**src/rtl/udp_tx_arbiter.sv**
```systemverilog
// Round-robin arbiter sharing one UDP transmit engine between four packet sources.
// Define UDP_ARB_PRIO_EN to give source 0 strict priority, with sources 1-3 rotating among themselves.
module udp_tx_arbiter #(
   parameter int          IFG_CYCLES  = 12,
   parameter logic [15:0] MAX_LEN     = 16'd1472,
   parameter logic [15:0] WDOG_CYCLES = 16'd4095
) (
   input  logic        clk,
   input  logic        rstn,
   input  logic [3:0]  src_req,
   input  logic [63:0] src_len,
   input  logic [63:0] src_port,
   input  logic [31:0] src_data,
   output logic [3:0]  src_rd,
   output logic [3:0]  src_grant,
   output logic [3:0]  src_done,
   output logic [3:0]  src_err,
   input  logic        tx_ready,
   output logic        tx_start,
   output logic [15:0] tx_len,
   output logic [15:0] tx_dst_port,
   input  logic        tx_data_req,
   output logic [7:0]  tx_data,
   input  logic        tx_end
);

   typedef enum logic [6:0] {
      IDLE  = 7'b0000001,
      ARB   = 7'b0000010,
      CHECK = 7'b0000100,
      START = 7'b0001000,
      XFER  = 7'b0010000,
      ABORT = 7'b0100000,
      GAP   = 7'b1000000
   } state_t;

   localparam logic [15:0] GAP_LAST  = 16'(IFG_CYCLES - 1);
   localparam logic [15:0] WDOG_LAST = WDOG_CYCLES - 16'd1;

   state_t      state_q, state_d;
   logic [3:0]  grant_q, grant_d;
   logic [1:0]  idx_q, idx_d;
   logic [1:0]  rr_ptr_q, rr_ptr_d;
   logic [15:0] len_q, len_d;
   logic [15:0] port_q, port_d;
   logic [15:0] byte_cnt_q, byte_cnt_d;
   logic [15:0] wdog_q, wdog_d;
   logic [15:0] gap_q, gap_d;
   logic        start_q, start_d;
   logic [3:0]  done_q, done_d;
   logic [3:0]  err_q, err_d;

   logic [2:0]  win;
   logic [1:0]  ptr_after;
   logic        byte_ok;
   logic [15:0] cnt_next;

`ifdef UDP_ARB_PRIO_EN
   localparam logic [1:0] RR_RESET = 2'd1;

   // Source 0 pre-empts; 1-3 rotate, with a pointer of 0 treated as 1.
   function automatic logic [2:0] pick(input logic [3:0] req, input logic [1:0] ptr);
      logic [1:0] base;
      logic [1:0] c;
      pick = 3'b000;
      base = (ptr == 2'd0) ? 2'd0 : ptr - 2'd1;
      for (int k = 2; k >= 0; k--) begin
         c = 2'(((int'(base) + k) % 3) + 1);
         if (req[c]) pick = {1'b1, c};
      end
      if (req[0]) pick = 3'b100;
   endfunction

   function automatic logic [1:0] advance(input logic [1:0] g, input logic [1:0] ptr);
      if (g == 2'd0)      advance = (ptr == 2'd0) ? 2'd1 : ptr;
      else if (g == 2'd3) advance = 2'd1;
      else                advance = g + 2'd1;
   endfunction

   assign ptr_after = advance(idx_q, rr_ptr_q);
`else
   localparam logic [1:0] RR_RESET = 2'd0;

   // First requester at or above the pointer, wrapping 3 -> 0.
   function automatic logic [2:0] pick(input logic [3:0] req, input logic [1:0] ptr);
      logic [1:0] c;
      pick = 3'b000;
      for (int k = 3; k >= 0; k--) begin
         c = ptr + 2'(k);
         if (req[c]) pick = {1'b1, c};
      end
   endfunction

   assign ptr_after = idx_q + 2'd1;
`endif

   assign win      = pick(src_req, rr_ptr_q);
   assign byte_ok  = (byte_cnt_q < len_q);
   assign cnt_next = byte_cnt_q + {15'd0, (tx_data_req & byte_ok)};

   assign src_rd      = (state_q == XFER && tx_data_req && byte_ok) ? grant_q : 4'b0000;
   assign src_grant   = grant_q;
   assign src_done    = done_q;
   assign src_err     = err_q;
   assign tx_start    = start_q;
   assign tx_len      = len_q;
   assign tx_dst_port = port_q;

   always_comb begin
      tx_data = 8'd0;
      for (int i = 0; i < 4; i++) begin
         if (grant_q[i]) tx_data = tx_data | src_data[8*i +: 8];
      end
   end

   // Next-state logic: pulses default low, everything else holds.
   always_comb begin
      state_d    = state_q;
      grant_d    = grant_q;
      idx_d      = idx_q;
      rr_ptr_d   = rr_ptr_q;
      len_d      = len_q;
      port_d     = port_q;
      byte_cnt_d = byte_cnt_q;
      wdog_d     = wdog_q;
      gap_d      = gap_q;
      start_d    = 1'b0;
      done_d     = 4'b0000;
      err_d      = 4'b0000;
      unique case (state_q)
         IDLE: begin
            if (src_req != 4'b0000) state_d = ARB;
         end
         ARB: begin
            byte_cnt_d = 16'd0;
            wdog_d     = 16'd0;
            if (win[2]) begin
               idx_d   = win[1:0];
               grant_d = 4'b0001 << win[1:0];
               len_d   = src_len[{win[1:0], 4'b0000} +: 16];
               port_d  = src_port[{win[1:0], 4'b0000} +: 16];
               state_d = CHECK;
            end else begin
               state_d = IDLE;
            end
         end
         CHECK: begin
            if (len_q == 16'd0 || len_q > MAX_LEN) begin
               err_d    = grant_q;
               grant_d  = 4'b0000;
               rr_ptr_d = ptr_after;
               gap_d    = 16'd0;
               state_d  = GAP;
            end else begin
               state_d = START;
            end
         end
         START: begin
            if (tx_ready) begin
               start_d = 1'b1;
               wdog_d  = 16'd0;
               state_d = XFER;
            end else begin
               wdog_d = wdog_q + 16'd1;
               if (wdog_q == WDOG_LAST) state_d = ABORT;
            end
         end
         XFER: begin
            byte_cnt_d = cnt_next;
            if (tx_end) begin
               if (cnt_next == len_q) done_d = grant_q;
               else                   err_d  = grant_q;
               grant_d  = 4'b0000;
               rr_ptr_d = ptr_after;
               gap_d    = 16'd0;
               state_d  = GAP;
            end else if (tx_data_req) begin
               wdog_d = 16'd0;
            end else begin
               wdog_d = wdog_q + 16'd1;
               if (wdog_q == WDOG_LAST) state_d = ABORT;
            end
         end
         ABORT: begin
            err_d    = grant_q;
            grant_d  = 4'b0000;
            rr_ptr_d = ptr_after;
            gap_d    = 16'd0;
            state_d  = GAP;
         end
         GAP: begin
            if (gap_q == GAP_LAST) begin
               gap_d   = 16'd0;
               state_d = IDLE;
            end else begin
               gap_d = gap_q + 16'd1;
            end
         end
         default: state_d = IDLE;
      endcase
   end

   always_ff @(posedge clk) begin
      if (!rstn) begin
         state_q    <= IDLE;
         grant_q    <= 4'b0000;
         idx_q      <= 2'd0;
         rr_ptr_q   <= RR_RESET;
         len_q      <= 16'd0;
         port_q     <= 16'd0;
         byte_cnt_q <= 16'd0;
         wdog_q     <= 16'd0;
         gap_q      <= 16'd0;
         start_q    <= 1'b0;
         done_q     <= 4'b0000;
         err_q      <= 4'b0000;
      end else begin
         state_q    <= state_d;
         grant_q    <= grant_d;
         idx_q      <= idx_d;
         rr_ptr_q   <= rr_ptr_d;
         len_q      <= len_d;
         port_q     <= port_d;
         byte_cnt_q <= byte_cnt_d;
         wdog_q     <= wdog_d;
         gap_q      <= gap_d;
         start_q    <= start_d;
         done_q     <= done_d;
         err_q      <= err_d;
      end
   end

endmodule
```
**config.mk**
```make
export PLATFORM = sky130hd
export DESIGN_NAME = udp_tx_arbiter
export DESIGN_NICKNAME = d
export VERILOG_FILES = /design/src/rtl/udp_tx_arbiter.sv
export SDC_FILE = /design/constraint.sdc
export NUM_CORES = 1
export LEC_CHECK = 0
export ABC_AREA = 1
export BUFFER_PORTS_ARGS = -buffer_cell sky130_fd_sc_hd__buf_4
export CELL_PAD_IN_SITES_DETAIL_PLACEMENT = 1
export CELL_PAD_IN_SITES_GLOBAL_PLACEMENT = 2
export CORE_MARGIN = 1
export CORE_UTILIZATION = 27
export CTS_BUF_LIST = sky130_fd_sc_hd__clkbuf_2
export CTS_CLUSTER_DIAMETER = 40
export DETAILED_ROUTE_END_ITERATION = 6
export PLACE_DENSITY_LB_ADDON = 0.3
export RECOVER_POWER = 50
export SKIP_CTS_REPAIR_TIMING = 1
export SLEW_MARGIN = 5
export SYNTH_ARGS = -nofsm -noshare
export SYNTH_HDL_FRONTEND = slang
export SYNTH_SLANG_ARGS = --single-unit
```
**constraint.sdc**
```tcl
create_clock -name clk -period 4 [get_ports clk]
set_clock_uncertainty 0.2 [all_clocks]
set_input_delay 0.2 -clock clk [delete_from_list [all_inputs] [get_ports clk]]
set_output_delay 0.2 -clock clk [all_outputs]
set_load 0.1 [all_outputs]
```
======== Yosys cells after proc, flatten, opt, wreduce, memory -nomap -nowiden ========
Cells that the tools add are included.
word-level totals
  bits in registers ....................... 104
  input bits .............................. 169
  logic and storage cells ................. 114
operators by class
  equality and inequality tests ........... 17
  bitwise operators ....................... 4
  $add $sub $neg .......................... 7
  reductions and logical operators ........ 18
  $lt $le $gt $ge ......................... 6
  shift operators ......................... 3
  mux-type cells .......................... 47
operators with widths
  operator                                               count
  indexed part select 64 x 7 -> 16 bit                   2
  two-way mux 16 bit                                     6
  case mux 16 bit (4 select lines)                       1
  two-way mux 7 bit                                      7
  case mux 7 bit (7 select lines)                        1
  case mux 16 bit (3 select lines)                       1
  adder 16 x 1 -> 16 bit (second input constant)         2
  two-way mux 8 bit                                      4
  case mux 16 bit (2 select lines)                       1
  two-way mux 4 bit                                      7
  OR 8 bit                                               3
  adder 16 x 1 -> 16 bit                                 1
  == test 16 x 12 -> 1 bit (second input constant)       1
  == test 16 bit                                         1
  == test 16 x 4 -> 1 bit (second input constant)        1
  > comparator 16 x 11 -> 1 bit (second input constant)  1
  zero test 16 bit                                       1
  < comparator 16 bit                                    1
  case mux 4 bit (4 select lines)                        1
  two-way mux 3 bit                                      5
  < comparator 2 x 3 -> 1 bit (second input constant)    4
  inequality test 2 bit (second input constant)          6
  case mux 4 bit (3 select lines)                        1
  nonzero test 4 bit                                     3
  23 further kinds                                       40

======== Depth between registers and ports, before layout ========
Gate-level depths: netlist (run 1).
  depth in word-level cells ............... 10
  mapped depth ............................ 23
  gate-level depth less buffers ........... 23

======== Worst setup path after synthesis (run 1) ========
No wires, ideal clock.
  kind .................................... register to output
  start ................................... register len_q[7], in the netlist tx_len[7]
  end ..................................... output src_rd[0]
  slack ................................... 0.144 ns
  path buffers ............................ 0
  data required time ...................... 3.600 ns
  stages on the path, launching flop included .. 10
  arrival ................................. 3.456 ns
  cell sequence ........................... dfxtp_1 inv_1 ha_1 a21oi_1 o21ai_0 o21ai_0 nand2_1 nor2_1 nand2_1 nor2_1
on the way
  longest elaborated chain between the ends .. 3
ends and longest elaborated chain
  element                 line  text
  from (decl)             44    logic [15:0] len_q, len_d;
  from (signal assigned)  222   len_q <= len_d;
  < comparator 16 bit     98    assign byte_ok = (byte_cnt_q < len_q);
  logical AND 1 bit       101   assign src_rd = (state_q == XFER && tx_data_req && byte_ok) ? grant_q : 4'b0000;
  two-way mux 4 bit       101
  to (decl)               14    output logic [3:0] src_rd,
Every way passes these cells.

======== Worst setup path in the final report (run 1) ========
  start ................................... register len_q[7], in the netlist tx_len[7]
  end ..................................... register err_q[3], in the netlist src_err[3]
on the way
  longest elaborated chain between the ends .. 7
  elaborated cells on any way between the ends .. 11
  those cells by class .................... add/sub (1); order compare (2); eq/ne (1); mux (4); bitwise (1); reduce/logical (2)
ends and longest elaborated chain
  element                            line  text
  < comparator 16 bit                98
  bitwise AND 1 bit                  99    assign cnt_next = byte_cnt_q + {15'd0, (tx_data_req & byte_ok)};
  adder 16 x 1 -> 16 bit             99
  == test 16 bit                     171   if (cnt_next == len_q) done_d = grant_q;
  two-way mux 4 bit                  171
  two-way mux 4 bit                  170   if (tx_end) begin
  case mux 4 bit (3 select lines) *  130   unique case (state_q)
  to (signal assigned)               229   err_q <= err_d;
  to (decl)                          51    logic [3:0] err_q, err_d;
Every way passes the cells marked *; elsewhere a longest branch is shown, timed or not.
A chain may end at the register's enable or synchronous reset.

==> results.cfg, run 1 <==
[finish]
fin_util = 0.3928
stdcell_area_sq_mm = 0.01065
drive_gt1_frac = 0.1516
area_growth_pct = 42.08
final_cells = 1958
regArea_sq_mm = 0.002085
multiInputGateArea_sq_mm = 0.004551
nFillCells = 3599
final_common_cell = nand2_1
layout_common_cells = 464 x nand2_1, 185 x buf_4, 165 x nand3_1
nNetsFinal = 1768

[placement]
place_inst = 1806
dpl-instance-area_sq_mm = 0.009435
portBuffers = 225
dp_hpwl_mm = 22.16
place.gp.congestion = 0.8477

[synthesis]
synth.distinct_cells = 41
syn_area_sq_mm = 0.007493
syn-num-nets = 1441
synth_edf_count = 0
synth.area.top_cells = dfxtp_1 28%, nand2_1 23%, nand3_1 11%
syn_avg_cell_area_sq_um = 5.990
yosys_warnings = 0
seq_area_frac_synth = 0.2778
yosysTopAreaCellShare = 0.2778
synth_cells = 1251
ys_ff_latch = 104
ys_async_sr_fraction = 0
synth.largest_area_cell = dfxtp_1
synth_flop_cell = dfxtp_1

[drt]
drt_iter0_markers = 418
drtPass1Iterations = 4
num_vias = 9231
drc = 0
vias_per_cell = 4.715
final_antenna_net_count = 0
wl_per_cell_microns = 15.63
routed_wl_mm = 30.60

[critical_path]
path_cells = inv_1, ha_1, a21oi_1, o21ai_0, o21ai_0, nand2_1, nor2_1, ha_1, ha_1, nand3_1, or2_2, nand3_1, nand2_1, nor2_1, nand2_1, nor2_1, nand4_1, nand2_1, nor2_1
startpoint_type = register
critPathSlowestCell = dfxtp_1
path_max_fanout = 4
arrival_ns = 4.13
max_stage_delay_ns = 0.46
crit_required_ns = 4.40
crit_path_end_kind = register
critPathKind = reg2reg

[min_path]
hold_class = in2reg

[clock_network]
numCtsBuffers = 9
clkLatencyLatePin_ns = 0.64
root_buffer = clkbuf_2
htree_levels = 3
tritoncts = yes
cts.path.max_buffers = 2
cts_sinks = 104
clkTransAtPathRegs_ns = 0.35

[global_route]
grt.overflow.total = 0
grt_max_degree = 65
track_usage = 0.2072
grt_pass1_wl_mm = 47.11
grt_pass1_vias = 8868
antenna_found_initial = 3

[floorplanning]
start_util = 0.2765
std_cell_rows = 60
die_w_microns = 168.6
ioPinCount = 226
chipHeight_microns = 168.6
die_area_sq_mm = 0.02842
coreArea_sq_mm = 0.02710

[timing]
timing.setup.tns_ns = 0
post-route-period-util = 0.9316
setup_viol = 0
slew_headroom = -0.2664
slew_violations = 17
finalHoldViolCount = 0
fmax_mhz = 268.3
finalCriticalPeriod_ns = 3.727
rsz0062_at_grt = false
worstMarginPinSlew_ns = 1.880

[power]
cellLeakagePower_nw = 4.877
power_density_mw_per_mm2 = 268.3
total_power_mw = 2.857
ir_drop_v = 0.0001290

[run_status]
violations = max-capacitance violations, max-slew violations
outcome = finished with violations

[job]
maxCapViolCount = 1
## final cells by class
| cell class | count | share of cell area |
|---|---|---|
| Multi-Input combinational cell | 960 | 0.4274 |
| Clock buffer | 9 | 0.004231 |
| Antenna cell | 3 | 0.0007051 |
| Inverter | 131 | 0.04619 |
| Clock inverter | 7 | 0.006346 |
| Sequential cell | 104 | 0.1958 |
| Tap cell | 372 | 0.04372 |
| Timing Repair Buffer | 372 | 0.2756 |
## report_power, final
| group | internal (mW) | switching, mW | total [mW] |
|---|---|---|---|
| clock network | 0.0976 | 0.438 | 0.536 |
| registers | 1.09 | 0.0392 | 1.13 |
| logic | 0.433 | 0.762 | 1.20 |
## cells by family (layout without fill, tap and decap cells)
kind of cell               after synthesis  count (layout)  share of synthesized area
and+or+nand+nor                        791             791                     0.4565
AOI/OAI and AO/OA                      133             133                    0.09952
adders and majority gates               21              21                    0.03506
xor gates and xnor gates                15              15                    0.01937
other                                    0               3                          0
DFF                                    104             104                     0.2778
buffers and inverters                  187             519                     0.1117
## through the flow
stage / hold WS (ns) / setup WS (ns)
floorplan: 0.1958 / 0.1443
global placement: 0.2577 / 0.4125
detailed placement: 0.2695 / 0.2374
CTS: -0.3833 / 0.1673
global route: 0.05534 / 0.01792
finish: 0.01597 / 0.2735
## flip-flops by register name (all words and copies together), names as in the netlist
signal and flops:
wdog_q 16, src_grant 4, tx_dst_port 16, gap_q 16, src_done 4, idx_q 2
state_q 7, tx_len 16, src_err 4, tx_start 1, byte_cnt_q 16, rr_ptr_q 2
## layer usage
| layer | vias to the layer above | part of all wire | track usage |
|---|---|---|---|
| li1 | 4680 | - | - |
| met1 | 4317 | 0.47 | 0.2769 |
| met2 | 189 | 0.46 | 0.3345 |
| met3 | 45 | 0.047 | 0.05167 |
| met4 | 0 | 0.023 | 0.04625 |
| met5 | - | 0 | 0 |
## cells in the mapped netlist (4+ instances only)
cell      count
inv_1       123
o21ai_0      20
nand4_1      27
dfxtp_1     104
o21bai_1      5
buf_4        16
nand2_2      16
nor2_1       74
o21ai_1       7
nand3b_1      4
o21a_1       16
ha_1         21
inv_2         7
xor2_1       13
a21oi_1      79
nand3_1     166
nor4_1        8
nand2_1     463
nor3_1       16
clkbuf_1     18
buf_2        15
buf_6         6
## worst max-delay path, delay by kind of cell (launching register included)
family          cells  cell delay, ns
compound gates      3            0.45
fa+ha+maj           3            0.70
flops               1            0.46
simple gates       12            1.76
buf+inv             1            0.10
## path summary, 6_finish.rpt
path	from	end	slack [ns]	depth (start not counted)
setup / recovery	tx_len[7]	src_err[3]	0.27	19
hold / removal	src_len[11]	tx_len[11]	0.02	7
setup reg to reg	tx_len[7]	src_err[3]	0.27	19
hold reg to reg	wdog_q[11]	wdog_q[11]	0.30	2
Note: power is estimated with default switching activity, not from simulation.
==> run 2: changes to the inputs <==
--- a/config.mk
+++ b/config.mk
@@ -10,7 +10,7 @@
 export CELL_PAD_IN_SITES_DETAIL_PLACEMENT = 1
 export CELL_PAD_IN_SITES_GLOBAL_PLACEMENT = 2
 export CORE_MARGIN = 1
-export CORE_UTILIZATION = 27
+export CORE_UTILIZATION = 25
 export CTS_BUF_LIST = sky130_fd_sc_hd__clkbuf_2
 export CTS_CLUSTER_DIAMETER = 40
 export DETAILED_ROUTE_END_ITERATION = 6
==> results.cfg, run 2 (synthesis results as in run 1) <==
[finish]
multiInputGateArea_sq_mm = 0.004551
regArea_sq_mm = 0.002085
layout_common_cells = 464 x nand2_1, 188 x buf_4, 165 x nand3_1
final_common_cell = nand2_1
fin_util = 0.3644
nFillCells = 3916
nNetsFinal = 1775
area_growth_pct = 43.75
drive_gt1_frac = 0.1528

[clock_network]
root_buffer = clkbuf_2
cts_sinks = 104
cts.path.max_buffers = 2
clkTransAtPathRegs_ns = 0.33
htree_levels = 3
numCtsBuffers = 9
tritoncts = yes
clkLatencyLatePin_ns = 0.65

[floorplanning]
std_cell_rows = 63
start_util = 0.2535
chipHeight_microns = 175.1
die_area_sq_mm = 0.03067
ioPinCount = 226
die_w_microns = 175.1
coreArea_sq_mm = 0.02956

[drt]
wl_per_cell_microns = 15.70
drt_iter0_markers = 329
vias_per_cell = 4.662
num_vias = 9240
final_antenna_net_count = 0
drtPass1Iterations = 4
drc = 0
routed_wl_mm = 31.11

[timing]
setup_viol = 0
finalCriticalPeriod_ns = 3.679
slew_violations = 17
worstMarginPinSlew_ns = 1.969
holdWs_ns = 0.2166
post-route-period-util = 0.9197
slew_headroom = -0.3265
fmax_mhz = 271.8
timing.setup.tns_ns = 0
finalHoldViolCount = 0
rsz0062_at_grt = false

[run_status]
violations = max-capacitance violations, max-slew violations
outcome = finished with violations

[min_path]
hold_end = state_q[3]
hold_path_depth = 5
hp-start = tx_ready
hold_class = in2reg

[power]
power_density_mw_per_mm2 = 274.9
total_power_mw = 2.961
ir_drop_v = 0.0001721
cellLeakagePower_nw = 4.928

[critical_path]
path_max_fanout = 46
rr_startpoint = rr_ptr_q[0]
startpoint_type = register
crit_path_end_kind = register
reg2reg_to = tx_len[14]
r2r_setup_slack_ns = 0.32
critPathKind = reg2reg
arrival_ns = 4.09
ff2ff_path_depth = 16
crit_required_ns = 4.41

[global_route]
grt.overflow.total = 0
grt_max_degree = 63
antenna_found_initial = 2
grt_pass1_wl_mm = 47.17
track_usage = 0.1927
grt_pass1_vias = 8747

[placement]
dp_hpwl_mm = 22.83
place.gp.congestion = 0.8355
portBuffers = 225

[job]
maxCapViolCount = 1
-- run 2: stage by stage --
| step | area [sq um] | setup slack [ns] | instances |
|---|---|---|---|
| detailed placement | 9508 | 0.2024 | 1829 |
| global placement | 9508 | 0.4076 | 1829 |
| global route | 10770 | 0.01394 | 1982 |
| finish | 10770 | 0.3213 | 1982 |
| CTS | 9654 | 0.1988 | 1845 |
| floorplan | 7493 | 0.1443 | 1251 |
-- run 2: layer usage --
metal,part of all wire,GRT usage
met5,0,0
met2,0.48,0.3219
met3,0.053,0.04961
met1,0.46,0.2526
met4,0.012,0.02826
-- run 2: report_power, final --
group / total, mW / internal, mW / leakage [nW] / switching (mW)
clock: 0.620 / 0.212 / 0.0791 / 0.408
sequential: 1.12 / 1.09 / 0.842 / 0.0363
combinational: 1.22 / 0.445 / 4.01 / 0.774
-- run 2: how the worst max path moves through the flow --
stage                 from          end  cells after the start
2_1_floorplan    tx_len[7]    src_rd[0]                      9
3_3_place_gp     tx_len[7]   src_err[2]                     21
3_5_place_dp     tx_len[7]  src_done[3]                     20
4_1_cts          tx_len[7]  src_done[3]                     20
5_1_grt         tx_len[15]  src_done[2]                     23
6_report       rr_ptr_q[0]   tx_len[14]                     16
-- run 2: final cells by class --
type	count	share of cell area
Clock inverter	7	0.009409
Inverter	131	0.04565
Timing Repair Buffer	379	0.2790
Clock buffer	9	0.004182
Antenna cell	2	0.0004646
Tap cell	390	0.04530
Sequential cell	104	0.1935
Multi-Input combinational cell	960	0.4225
-- run 2: critical path: stages (launching register included) --
cell and delay (ns):
dfxtp_1 0.60, inv_1 0.12, nand2_1 0.08, nand2_1 0.06
nand2_1 0.08, nand2_1 0.07, nand3_1 0.10, nand3_2 0.38
buf_12 0.36, nand3_1 0.11, nand2_1 0.06, dlygate4sd3_1 0.55
nand2_1 0.07, nand3_1 0.10, dlygate4sd3_1 0.59, nand2_1 0.06
inv_1 0.04
